[src/rtl/regfile_wb_arbiter_if.sv]
// Write-back request channel: valid/ready handshake carrying a destination
// register and its value. The requester drives the master side.
interface regfile_wb_arbiter_if #(
    parameter int DW = 32,
    parameter int AW = 4
);
    logic          valid;
    logic [AW-1:0] wa;
    logic [DW-1:0] wd;
    logic          ready;

    modport master (output valid, wa, wd, input ready);
    modport slave  (input valid, wa, wd, output ready);
endinterface

[src/rtl/regfile_wb_arbiter.sv]
// Round-robin write-back arbiter (ALU vs load) for a 15-entry register file with
// PC redirect and pending-write scoreboard. Define WB_BYPASS_EN for in-flight bypass.
module regfile_wb_arbiter #(
    parameter int DW   = 32,
    parameter int AW   = 4,
    parameter int NREG = 15
) (
    input  logic                 clk,
    input  logic                 rst_n,
    regfile_wb_arbiter_if.slave  alu,
    regfile_wb_arbiter_if.slave  mem,
    input  logic                 iss_set,
    input  logic [AW-1:0]        iss_wa,
    input  logic [AW-1:0]        ra1,
    input  logic [AW-1:0]        ra2,
    output logic                 hazard,
    output logic [NREG-1:0]      busy,
    output logic                 we3,
    output logic [AW-1:0]        wa3,
    output logic [DW-1:0]        wd3,
    output logic                 pc_we,
    output logic [DW-1:0]        pc_wd,
    output logic                 byp1_hit,
    output logic                 byp2_hit,
    output logic [DW-1:0]        byp_data
);

    typedef enum logic {GNT_ALU = 1'b0, GNT_MEM = 1'b1} grant_e;

    localparam logic [AW-1:0] PC_ADDR = '1;
    localparam logic [AW-1:0] NREG_A  = AW'(NREG);

    grant_e          last_grant;
    logic            grant_alu;
    logic            grant_mem;
    logic            hs;
    logic            hs_pc;
    logic [AW-1:0]   sel_wa;
    logic [DW-1:0]   sel_wd;
    logic [NREG-1:0] busy_n;
    logic            src1_pend;
    logic            src2_pend;

    // NOTE: every combinational output gets a default first so no path infers a latch.
    always_comb begin
        grant_alu = alu.valid && (!mem.valid || last_grant == GNT_MEM);
        grant_mem = mem.valid && !grant_alu;
        sel_wa    = grant_alu ? alu.wa : mem.wa;
        sel_wd    = grant_alu ? alu.wd : mem.wd;
        hs        = grant_alu || grant_mem;
        hs_pc     = hs && (sel_wa == PC_ADDR);
    end

    assign alu.ready = grant_alu;
    assign mem.ready = grant_mem;

    // Commit clears first, then issue sets, so a same-edge issue keeps the bit.
    always_comb begin
        busy_n = busy;
        if (we3 && wa3 < NREG_A)
            busy_n[wa3] = 1'b0;
        if (iss_set && iss_wa < NREG_A)
            busy_n[iss_wa] = 1'b1;
    end

    // NOTE: non-blocking assignments here so every register samples pre-edge values.
    always_ff @(posedge clk or negedge rst_n) begin
        if (!rst_n) begin
            we3        <= 1'b0;
            wa3        <= '0;
            wd3        <= '0;
            pc_we      <= 1'b0;
            pc_wd      <= '0;
            busy       <= '0;
            last_grant <= GNT_MEM;
        end else begin
            we3   <= hs && !hs_pc;
            pc_we <= hs_pc;
            busy  <= busy_n;
            if (hs && !hs_pc) begin
                wa3 <= sel_wa;
                wd3 <= sel_wd;
            end
            if (hs_pc)
                pc_wd <= sel_wd;
            if (hs)
                last_grant <= grant_alu ? GNT_ALU : GNT_MEM;
        end
    end

`ifdef WB_BYPASS_EN
    assign byp1_hit = we3 && (wa3 == ra1);
    assign byp2_hit = we3 && (wa3 == ra2);
    assign byp_data = wd3;
`else
    assign byp1_hit = 1'b0;
    assign byp2_hit = 1'b0;
    assign byp_data = '0;
`endif

    // A bypassed source is served from the in-flight value instead of stalling.
    assign src1_pend = (ra1 < NREG_A) && busy[ra1] && !byp1_hit;
    assign src2_pend = (ra2 < NREG_A) && busy[ra2] && !byp2_hit;
    assign hazard    = src1_pend || src2_pend;

endmodule

[src/flat_wrapper.sv]
// flat-port wrapper written by rule: the top's interface ports become plain ports
module regfile_wb_arbiter_flat 
#(
    parameter int DW   = 32,
    parameter int AW   = 4,
    parameter int NREG = 15
)
  (clk, rst_n, iss_set, iss_wa, ra1, ra2, hazard, busy, we3, wa3, wd3, pc_we, pc_wd, byp1_hit, byp2_hit, byp_data, alu_valid, alu_wa, alu_wd, alu_ready, mem_valid, mem_wa, mem_wd, mem_ready);
  regfile_wb_arbiter_if #(.DW(DW), .AW(AW)) alu_i ();
  regfile_wb_arbiter_if #(.DW(DW), .AW(AW)) mem_i ();
  input  logic clk;
  input  logic rst_n;
  input  logic iss_set;
  input  logic [AW-1:0] iss_wa;
  input  logic [AW-1:0] ra1;
  input  logic [AW-1:0] ra2;
  output logic hazard;
  output logic [NREG-1:0] busy;
  output logic we3;
  output logic [AW-1:0] wa3;
  output logic [DW-1:0] wd3;
  output logic pc_we;
  output logic [DW-1:0] pc_wd;
  output logic byp1_hit;
  output logic byp2_hit;
  output logic [DW-1:0] byp_data;
  input wire logic [$bits(alu_i.valid)-1:0] alu_valid;
  input wire logic [$bits(alu_i.wa)-1:0] alu_wa;
  input wire logic [$bits(alu_i.wd)-1:0] alu_wd;
  output wire logic [$bits(alu_i.ready)-1:0] alu_ready;
  input wire logic [$bits(mem_i.valid)-1:0] mem_valid;
  input wire logic [$bits(mem_i.wa)-1:0] mem_wa;
  input wire logic [$bits(mem_i.wd)-1:0] mem_wd;
  output wire logic [$bits(mem_i.ready)-1:0] mem_ready;
  assign alu_i.valid = alu_valid;
  assign alu_i.wa = alu_wa;
  assign alu_i.wd = alu_wd;
  assign alu_ready = alu_i.ready;
  assign mem_i.valid = mem_valid;
  assign mem_i.wa = mem_wa;
  assign mem_i.wd = mem_wd;
  assign mem_ready = mem_i.ready;
  regfile_wb_arbiter #(.DW(DW), .AW(AW), .NREG(NREG)) u_core (.clk(clk), .rst_n(rst_n), .alu(alu_i), .mem(mem_i), .iss_set(iss_set), .iss_wa(iss_wa), .ra1(ra1), .ra2(ra2), .hazard(hazard), .busy(busy), .we3(we3), .wa3(wa3), .wd3(wd3), .pc_we(pc_we), .pc_wd(pc_wd), .byp1_hit(byp1_hit), .byp2_hit(byp2_hit), .byp_data(byp_data));
endmodule
[config.mk]
export PLATFORM = sky130hd
export DESIGN_NAME = regfile_wb_arbiter_flat
export DESIGN_NICKNAME = d
export VERILOG_FILES = /design/src/rtl/regfile_wb_arbiter_if.sv /design/src/rtl/regfile_wb_arbiter.sv /design/src/flat_wrapper.sv
export SDC_FILE = /design/constraint.sdc
export NUM_CORES = 1
export LEC_CHECK = 0
export CAP_MARGIN = 15
export CORE_UTILIZATION = 45
export CTS_BUF_LIST = sky130_fd_sc_hd__clkbuf_2 sky130_fd_sc_hd__clkbuf_4 sky130_fd_sc_hd__clkbuf_8
export DETAILED_ROUTE_END_ITERATION = 10
export GPL_TIMING_DRIVEN = 0
export PLACE_DENSITY = 0.89
export SLEW_MARGIN = 20
export SYNTH_ARGS = -nofsm -noshare
export SYNTH_HDL_FRONTEND = slang
export SYNTH_SLANG_ARGS = --single-unit
[constraint.sdc]
create_clock -name clk -period 2.35 [get_ports clk]
set_input_delay 0.235 -clock clk [delete_from_list [all_inputs] [get_ports clk]]
set_output_delay 0.235 -clock clk [all_outputs]
set_load 0.05 [all_outputs]
======== After elaboration in Yosys (flattened, before gate mapping) ========
Cells that the tools add are included.
word-level totals
  output and inout bits ................... 122
  logic and storage cells ................. 50
  register bits after elaboration ......... 86
operators by class
  reduce and logical (&&, ||, !) cells .... 16
  bitwise gates (word level) .............. 3
  $lt $le $gt $ge ......................... 10
  multiplexer cells ....................... 13
  equal/unequal tests ..................... 1
operators with widths
  operator                                                     number
  two-way mux 32 bit                                           1
  two-way mux 15 bit                                           2
  less-than comparator 4 x 5 -> 1 bit (second input constant)  4
  less-than comparator 4 bit (second input constant)           4
  bitwise AND 15 bit                                           1
  inverter 15 bit                                              1
  bitwise OR 15 bit                                            1
  logical AND 1 bit                                            10
  binary-select mux 1 bit (select 4 bit)                       2
  demux 1 bit (select 4 bit)                                   2
  >= comparator 4 x 1 -> 1 bit (second input constant)         2
  two-way mux 1 bit                                            5
  equality test 4 bit (second input constant)                  1
  two-way mux 4 bit                                            1
  zero test 1 bit                                              3
  logical OR 1 bit                                             3

======== Depth between registers and ports, before layout ========
Gate-level depths: netlist (run 1).
  depth after elaboration ................. 9
  mapped depth ............................ 6
  mapped depth without buffers ............ 4

======== Worst setup path after synthesis (run 1) ========
OpenSTA, ideal clock, no wires.
  path type ............................... register to output
  start point ............................. register u_core.busy[5]
  end point ............................... output port hazard
  data required time ...................... 2.115 ns
  arrival ................................. 1.851 ns
  path slack .............................. 0.264 ns
  stages on the path, launching flop included .. 4
  cell sequence ........................... dfrtp_1 mux4_2 mux2i_1 o2111ai_1
on the way
  word-level cells in the longest chain between the ends .. 4
ends and longest elaborated chain
  what                                                       line                                                  source
  start: declaration                                         regfile_wb_arbiter.sv:17                              output logic [NREG-1:0] busy,
  start signal: assignment                                   regfile_wb_arbiter.sv:79                              busy <= busy_n;
  binary-select mux 1 bit (select 4 bit) (on tied branches)  regfile_wb_arbiter.sv:102, regfile_wb_arbiter.sv:103
  two-way mux 1 bit (on tied branches)                       regfile_wb_arbiter.sv:102, regfile_wb_arbiter.sv:103
  logical AND 1 bit (on tied branches)                       regfile_wb_arbiter.sv:102, regfile_wb_arbiter.sv:103
  logical OR 1 bit *                                         regfile_wb_arbiter.sv:104                             assign hazard = src1_pend || src2_pend;
  end: declaration                                           flat_wrapper.sv:17                                    output logic hazard;
Every way passes the cells marked *; elsewhere a longest branch is shown, timed or not. The select of a mux whose other input is x is not followed.

======== Worst setup path after layout (run 1) ========
  start point ............................. register u_core.last_grant
  end point ............................... output port alu_ready
on the way
  word-level cells in the longest chain between the ends .. 2
ends and longest elaborated chain
  what                      line                      source
  start: declaration        regfile_wb_arbiter.sv:33  grant_e last_grant;
  start signal: assignment  regfile_wb_arbiter.sv:87  last_grant <= grant_alu ? GNT_ALU : GNT_MEM;
  logical OR 1 bit          regfile_wb_arbiter.sv:46  grant_alu = alu.valid && (!mem.valid || last_grant == GNT_MEM);
  logical AND 1 bit         regfile_wb_arbiter.sv:46
  end: declaration          flat_wrapper.sv:30        output wire logic [$bits(alu_i.ready)-1:0] alu_ready;
Every way passes these cells.

==> results of run 1 <==
worst reg2reg max path, cell delays in order, from the launching register on:
cell,delay [ps]
dfstp_2,390
nand2b_2,200
nand2_2,160
buf_2,340
mux2i_1,400
a21oi_1,120
what timing repair did:
item / in CTS / in global routing
hold buffers: 1 / 0
endpoints found under the setup margin: 2 / 1
hold endpoints to repair: 40 / 0
resized for setup: 2 / 2
power by group through the flow:
stage	Sequential, mW	Combinational, mW	Clock (mW)
floorplan	3.62	0.842	0
global placement	2.20	3.49	0
detailed placement	2.22	3.56	0
CTS	2.20	3.56	1.12
global route	2.26	3.70	1.18
finish	2.20	3.56	1.11
cells in the mapped netlist (all sizes together):
master / n
a21oi: 65
and4: 2
dfstp: 1
o21ai: 29
nor4b: 2
mux4: 4
nand2: 9
a32o: 2
o21a: 1
buf: 53
nand3: 2
dfrtp: 85
clkbuf: 2
o221a: 4
nor4bb: 1
or3b: 2
nor3: 4
nor2: 65
nand2b: 6
nand3b: 10
nand4: 2
or2: 2
conb: 1
nor4: 3
o2111ai: 1
inv: 1
mux2i: 39
a21boi: 1
o31ai: 1
layout make-up:
cell class,count,share of cell area (%)
Sequential cell,86,33.6
Timing Repair Buffer,176,27.5
Multi-Input combinational cell,291,27.2
Buffer,55,6.22
Clock buffer,12,2.48
Tap cell,108,2.11
Clock inverter,4,0.839
Inverter,1,0.0585
cells by family (layout without fill, tap and decap cells):
family | after synthesis | in the layout | share of synthesized area (%)
flip-flops | 86 | 86 | 51.5
multiplexers | 43 | 43 | 11.5
other | 1 | 34 | 0.0897
AO/OA/AOI/OAI | 104 | 104 | 14.5
buffers and inverters | 56 | 248 | 9.64
AND/OR/NAND/NOR | 110 | 110 | 12.7
layer usage:
metal	GRT usage, %	routed length (um)
met3	9.74	1230
met4	11.5	268
met1	27.8	4510
met2	46.2	6290
met5	0	0
metrics by stage:
stage	total power, mW	cell area [sq um]	std cells	TNS, ps
finish	6.86	6410	733	0
global route	7.15	6410	733	0
CTS	6.88	6420	733	-82.2
detailed placement	5.78	6200	716	-389
global placement	5.69	6180	715	-158720
floorplan	4.47	4300	433	0
flip-flops by register name, indices dropped and copies added, names as in the netlist:
name / cells
u_core.wd3: 32
u_core.busy: 15
u_core.last_grant: 1
u_core.wa3: 4
u_core.pc_wd: 32
u_core.pc_we: 1
u_core.we3: 1
how the worst max path moves through the flow:
stage / endpoint / cells past startpoint / slack (ps)
4_1_cts: hazard / 6 / -80
6_report: alu_ready / 5 / 100
3_3_place_gp: u_core.busy[6] / 1 / -1860
2_1_floorplan: hazard / 3 / 260
5_1_grt: hazard / 6 / 7
3_5_place_dp: hazard / 6 / -360
layout by cell type (no fill, tap or decap), drive strengths merged, types with 6 or more instances in the layout:
master | netlist | layout
o21ai | 29 | 29
clkbuf | 2 | 15
conb | 1 | 34
nor2 | 65 | 65
dfrtp | 85 | 85
nand2b | 6 | 6
nand2 | 9 | 9
buf | 53 | 55
mux2i | 39 | 39
clkdlybuf4s50 | 0 | 171
a21oi | 65 | 65
nand3b | 10 | 10
==> flow_summary.ini, run 1 <==
[run_status]
status = finished, violations left
violations = design-rule violations

[cells_and_area]
num_antenna_cells = 0
areaGrowthSynthToFinish_pct = 53.5
fin_nets = 709
seq_area_sq_um = 2150
fillerInstances = 665
drive_gt1_share_pct = 15.7
utilization_pct = 72.5
multiInputGateArea_sq_um = 1750

[sta]
fmax_ghz = 0.445
fin_skew_ps = 13.6
hold_ws_ps = 393
setup_ws_ps = 102
fin_crit_sh_pct = 95.7
finalWorstPathRequiredPeriod_ps = 2250
relSlewSlack_pct = 60.2
final_hold_viol_count = 0
tightestPinTransition_ps = 596
maxSlewViolCount = 0
rsz0062_at_grt = no
setup_viol = 0

[setup_path]
path_max_fanout = 10
critical_path.startpoint_type = register
crit_family = buffers and inverters
crit_slowest_cell = dfstp_2
worstPathRequired_ps = 2120
cp_cell_sequence = nand2b_2 > nand2_2 > buf_2 > inv_1 > dlygate4sd2_1
r2r_end = u_core.pc_wd[24]
r2r_start = u_core.last_grant
crit_path_max_incr_delay_ps = 560
critical_path_class = reg -> out
arrival_ps = 2010
crit_buf_inv = 3
endpoint_kind = output port
ff2ff_setup_slack_ps = 620
critPathLaunch = u_core.last_grant
rr_worst_depth = 5

[placed_design]
pre_cts_ws_ps = -360
place_congestion = 0.883
portBuffers = 174
hpwlAfterDp_um = 9500

[cts]
cts_root_buffer = clkbuf_8
cts_sinks = 86
cts_buffers = 9
htreeDepth = 3
cts_buffer_depth = 2
cts_setup_buffers = 0
clk_pin_slew_ps = 90
cts_tree = done
clock_latency_ps = 360

[floorplan]
die-area_sq_um = 9680
ios = 211
start_util_pct = 47.2
std_cell_rows = 34
fp.dieW_um = 98.4
die_h_um = 98.4
core_area_sq_um = 8850

[routing]
drt-pass1-iter-count = 8
drt_iter0_markers = 209
wirelength_um = 12300
drcViolationCount = 15
vias = 3808
postRouteAntennaNets = 0
viasPerCell = 5.20
wire_per_inst_um = 16.8

[power]
clock_power_share_pct = 16.1
switchingPower_mw = 3.19
ir_drop_mv = 0.830
power.density_nw_per_um2 = 1070
comb_power_share_pct = 51.8
p_int_mw = 3.67
swShare_pct = 46.5
power.share.sequential_pct = 32.1
p_leak_nw = 2.81

[grt]
grt_pass1_vias = 3939
grt_pass1_wl_um = 19400
track_usage_pct = 26.1
grt_start_max_net_pins = 46
antenna_found_initial = 0
overflow = 0

[synthesis]
ys_types = 34
synth_area_sq_um = 4180
synth_area_per_cell_sq_um = 10.5
synthTopCellsByArea = dfrtp_1 (51%), mux2i_1 (9.3%), buf_4 (6.8%), a21oi_1 (6.6%), nor2_1 (5.8%)
ys_seq_area_share_pct = 51.5
yosys_warnings = 0
yosysTopAreaCellShare_pct = 50.9
synth_top_cell_by_area = dfrtp_1
ys_ff_latch = 86
synthCells = 400

[min_path]
hold_path.class = in -> async

[job]
drv_cap = 0
Note: power is estimated with default switching activity, not from simulation.
==> run 2, diff against run 1 <==
--- a/config.mk
+++ b/config.mk
@@ -5,7 +5,7 @@
 export SDC_FILE = /design/constraint.sdc
 export NUM_CORES = 1
 export LEC_CHECK = 0
-export CAP_MARGIN = 15
+export CAP_MARGIN = 20
 export CORE_UTILIZATION = 45
 export CTS_BUF_LIST = sky130_fd_sc_hd__clkbuf_2 sky130_fd_sc_hd__clkbuf_4 sky130_fd_sc_hd__clkbuf_8
 export DETAILED_ROUTE_END_ITERATION = 10
==> results of run 2 <==
The final DEF is identical to that of run 1; final timing and power are the same.
==> run 3, diff against run 2 <==
--- a/config.mk
+++ b/config.mk
@@ -5,7 +5,6 @@
 export SDC_FILE = /design/constraint.sdc
 export NUM_CORES = 1
 export LEC_CHECK = 0
-export CAP_MARGIN = 20
 export CORE_UTILIZATION = 45
 export CTS_BUF_LIST = sky130_fd_sc_hd__clkbuf_2 sky130_fd_sc_hd__clkbuf_4 sky130_fd_sc_hd__clkbuf_8
 export DETAILED_ROUTE_END_ITERATION = 10
==> results of run 3 <==
The final DEF is identical to that of run 1; final timing and power are the same.
==> edit 1 (config.mk and constraints of run 2) <==
Reset style: synchronous (`rst_n`), changed in one clocked block.
--- a/src/rtl/regfile_wb_arbiter.sv
+++ b/src/rtl/regfile_wb_arbiter.sv
@@ -65,5 +65,5 @@
 
     // NOTE: non-blocking assignments here so every register samples pre-edge values.
-    always_ff @(posedge clk or negedge rst_n) begin
+    always_ff @(posedge clk) begin
         if (!rst_n) begin
             we3        <= 1'b0;
Check against the original RTL: differs if rst_n is asserted again (counterexample within 4 cycles, from zero or initial values and one cycle with rst_n low); with rst_n held inactive, the same outputs for 10 cycles.
==> edit 1 against run 2 <==
Core utilization shrank 0.36 points; setup slack gained 0.0042 ns; final cell count grew 5.5%; sequential cell count is the same; critical endpoint is now mem_ready; via count grew 12%; area after synthesis grew 0.54%; die area grew 0.53%; cell area is essentially flat; wire length grew 8.1%; clock skew shrank 0.0035 ns; register-to-register slack lost 0.36 ns.
Power is not compared: it rests on default switching activity, and its combinational part moved more than twofold at a synthesized area within 25%.
==> edit 1: results (changes against run 2) <==
Run status
  • Status: complete, no violations

Min path
  • HP Class: input port to flop

Cells and area
  • Nets: 749 (+5.6%)
  • Non-filler cells, final: 773 (+5.5%)
  • Layout cell share with drive strength beyond 1: 0.153 (-0.00342)
  • Fill count: 666 (+0.15%)

Route
  • Number of remaining DRC errors: 0 (-15)
  • Initial DRC Count: 127 (-39%)
  • Iteration count of the initial detailed-routing pass: 4 (-4)
  • Via density: 5.50 (+5.9%)
  • WL/cell: 17.2 um (+2.5%)

Critical path
  • Worst R2R Path Depth: 6 (+1)
  • Reg-to-reg endpoint: u_core.pc_wd[29]
  • R2r setup slk: 0.26 ns (-0.36 ns)
  • FF-to-FF Start: u_core.last_grant

Placed design
  • Post-Place Setup Slack: -0.330 ns (+0.0298 ns)
  • Placer Congestion: 0.916 (+3.8%)
  • Post-DP HPWL: 10.2 mm (+7.1%)
  • Dpl cells: 757 (+5.7%)
  • I/O Buffers: 173 (-0.57%)

GRT
  • Pin count of the biggest net entering global routing: 15 (-67%)
  • GRT Util Overall: 0.270 (+0.00879)
  • Vias in the first global route: 4311 (+9.4%)
  • First-pass GRT wire length: 20.8 mm (+7.1%)

Synth
  • Post-synthesis sequential area ratio: 0.410 (-0.105)
  • Synth unique cells: 42 (+24%)
  • Ys async rst share: 0 (-1.00)
  • Synth Area per Inst: 9.49 um2 (-9.2%)
  • Complex-gate fraction of the synthesized area: 0.205 (+0.0591)
  • Primary FF master, synth: dfxtp_1
  • Post-synthesis mux area share: 0.111 (-0.00359)
  • Synth top area cells: dfxtp_1 (41%), mux2i_1 (9.5%), nor3_1 (8.5%)
  • Top post-synthesis cells by count: dfxtp_1 (86), nor3_1 (71), mux2i_1 (40)

Timing
  • Fin Hold WS: 0.498 ns (+0.105 ns)
  • Skew final: 0.0101 ns (-0.00348 ns)
  • Worst-Margin Slew: 0.748 ns (+0.152 ns)

Power and ir drop
  • Maximum vdd drop: 0.413 mV
-- edit 1: changes by cell type after synthesis, sizes merged, moves of 4 or more --
| cell | delta |
|---|---|
| dfxtp | +86 |
| dfrtp | -85 |
| a211oi | +65 |
| nor3 | +67 |
| o221a | -4 |
| nand2 | +14 |
| nor2 | -61 |
| clkbuf | +17 |
| nand3b | -6 |
| a21oi | -50 |
| o21ai | -13 |
-- edit 1: layout make-up --
| class | count | share of cell area |
|---|---|---|
| inverter | 4 | 0.00234 |
| timing repair buffer | 173 | 0.269 |
| multi-input combinational | 315 | 0.337 |
| buffer | 71 | 0.0671 |
| sequential | 86 | 0.268 |
| clock inverter | 6 | 0.0133 |
| clock buffer | 10 | 0.0215 |
| tap | 108 | 0.0211 |
-- edit 1: metrics by stage --
| stage | util | cell area (um2) |
|---|---|---|
| after global placement | 0.697 | 6190 |
| after floorplan | - | 4330 |
| after global routing | 0.721 | 6410 |
| after detailed placement | 0.697 | 6190 |
| final | 0.721 | 6410 |
| after CTS | 0.721 | 6410 |
-- edit 1: repair_timing --
item	in CTS	in global routing
buffers inserted	0	0
endpoints found under the hold margin	0	0
resized for setup	3	3
endpoints found under the setup margin	3	23
cloned	0	0
-- edit 1: how the worst max path moves through the flow --
stage / slack, ns / to / depth (start not counted)
2_1_floorplan: 0.43 / hazard / 4
3_3_place_gp: -0.30 / hazard / 6
3_5_place_dp: -0.33 / hazard / 6
4_1_cts: -0.06 / hazard / 6
5_1_grt: 0.009 / mem_ready / 5
6_report: 0.11 / mem_ready / 5
-- edit 1: routing by layer --
layer / track usage / vias to the layer above / wire length (um)
li1: - / 2016 / -
met1: 0.285 / 2003 / 5040
met2: 0.486 / 200 / 6700
met3: 0.0844 / 35 / 1140
met4: 0.133 / 0 / 400
met5: 0 / - / 0
==> edit 2 (flow settings as in run 2) <==
Without the edit above. Add a define of `WB_BYPASS_EN`.
--- a/src/rtl/regfile_wb_arbiter.sv
+++ b/src/rtl/regfile_wb_arbiter.sv
@@ -1,4 +1,6 @@
 // Round-robin write-back arbiter (ALU vs load) for a 15-entry register file with
 // PC redirect and pending-write scoreboard. Define WB_BYPASS_EN for in-flight bypass.
+`define WB_BYPASS_EN
+
 module regfile_wb_arbiter #(
     parameter int DW   = 32,
Formal check against the unedited RTL: not equivalent (Yosys sat finds a counterexample within 4 cycles, from zero or initial values and one cycle with rst_n low).
==> edit 2 against run 2 <==
Area after synthesis grew 9.5%; register-to-register slack lost 0.54 ns; sequential share of layout area shrank 3.3 points; non-clock buffer count grew 32; power grew 13%; setup slack lost 0.039 ns; cell area grew 11%; sequential cell count is the same; wire length grew 2.0%; largest power group unchanged.
==> edit 2: results (changes against run 2) <==
Power and ir drop
  • P_leak: 3.12 nW (+11%)
  • Maximum vdd drop: 0.693 mV (-16%)
  • Switching power: 3.49 mW (+9.4%)
  • Clock share of power: 0.140 (-0.021)
  • Seq group: 2.27 mW (+3%)
  • P_int: 4.23 mW (+15%)

Route
  • Via count: 3613 (-5.1%)
  • Iteration count of the initial detailed-routing pass: 4 (-4)
  • M1 WL: 4.84 mm (+7.4%)
  • WL met2: 6.59 mm (+4.8%)
  • WL/cell: 17.9 um (+6.8%)
  • Final wirelength: 12.5 mm (+2.0%)
  • Max layer used: met4
  • Met3 routed WL: 923 um (-25%)
  • Initial DRC Count: 75 (-64%)

Synth
  • Post-synthesis sequential area ratio: 0.470 (-0.0449)
  • Top post-synthesis cells by count: dfrtp_1 (85), mux2_4 (54), buf_4 (33)
  • Synth unique cells: 42 (+24%)
  • Gate Count Post-Synth: 339 (-15%)
  • Synth top area cells: dfrtp_1 (46%), mux2_4 (18%), mux2_2 (7.9%)

Placed design
  • Post-Place Setup Slack: -0.469 ns (-0.110 ns)
  • Placer Congestion: 0.893 (+1.2%)
  • Post-DP HPWL: 9.42 mm (-0.84%)
  • Post-place instance area: 0.00685 mm2 (+10%)
  • I/O Buffers: 206 (+18%)
  • Dpl cells: 679 (-5.2%)

Critical path
  • Critical Path Sink: hazard
  • Worst R2R Path Depth: 7 (+2)
  • R2r setup slk: 0.08 ns (-0.54 ns)
  • Reg-to-reg endpoint: u_core.pc_wd[13]
  • Crit. Startpoint: u_core.busy[3]
  • FF-to-FF Start: u_core.last_grant
  • CP max-delay cell: mux4_2
  • Arr. time, crit path: 2.05 ns (+0.04 ns)
  • CP max stage delay: 0.47 ns (-0.09 ns)
  • CP Max Fanout: 4 (-6)

Cells and area
  • ClkCell Share: 0.0286 (-0.00451)
  • Post-layout util: 0.725 (about the same)
  • Fraction of area in multi-input gates: 0.295 (+0.0230)
  • Comb_multi_in: 199 (-32%)
  • Buffer share of cell area: 0.349 (+0.0115)
  • Buffers, non-clock: 263 (+14%)
  • Non-Clock Inverter Count: 3 (+2)
  • Nets: 651 (-8.2%)
  • Layout cell share with drive strength beyond 1: 0.302 (+0.145)
  • Fill count: 707 (+6.3%)
  • CLK BUF: 12 (unchanged)

GRT
  • Pin count of the biggest net entering global routing: 49 (+6.5%)
  • First-pass GRT wire length: 19.0 mm (-2.4%)
  • Vias in the first global route: 3769 (-4.3%)
  • GRT Util Overall: 0.242 (-0.0189)

Timing
  • Worst setup margin: 0.0626 ns (-0.0393 ns)
  • Skew final: 0.00712 ns (-0.00646 ns)
  • Worst-Margin Slew: 0.622 ns (+0.0260 ns)
  • Fin Hold WS: 0.387 ns (-0.00576 ns)

CTS
  • Total CTS buffers: 9 (unchanged)
  • Skew-Pair Late Insertion Delay: 0.35 ns

Run status
  • Status: complete, no violations

Die
  • Die area: 0.0106 mm2 (+9.4%)
==> edit 2: what timing repair did <==
action / in CTS / in global routing
setup buffers: 0 / 4
hold endpoints to repair: 37 / 0
hold buffers: 1 / 0
setup endpoints to repair: 34 / 34
gates resized for setup: 10 / 13
pin swaps: 0 / 1
==> edit 2: cell families after synthesis <==
kind of cell / synth area share
compound gates: 0.0656
simple gates: 0.0489
mux: 0.319
xor+xnor: 0.0153
flops: 0.470
buf+inv: 0.0814
==> edit 2: critical path, delay by kind of cell (launching register included) <==
| family | cells | cell delay (ns) |
|---|---|---|
| muxes | 1 | 0.47 |
| buffers and inverters | 1 | 0.19 |
| and+or+nand+nor | 1 | 0.15 |
| AOI/OAI and AO/OA | 3 | 0.47 |
| DFF | 1 | 0.42 |
==> edit 2: layer usage <==
| layer | track usage | vias to the layer above |
|---|---|---|
| li1 | - | 1629 |
| met1 | 0.280 | 1800 |
| met2 | 0.427 | 166 |
| met3 | 0.0685 | 18 |
| met4 | 0.0888 | 0 |
| met5 | 0 | - |
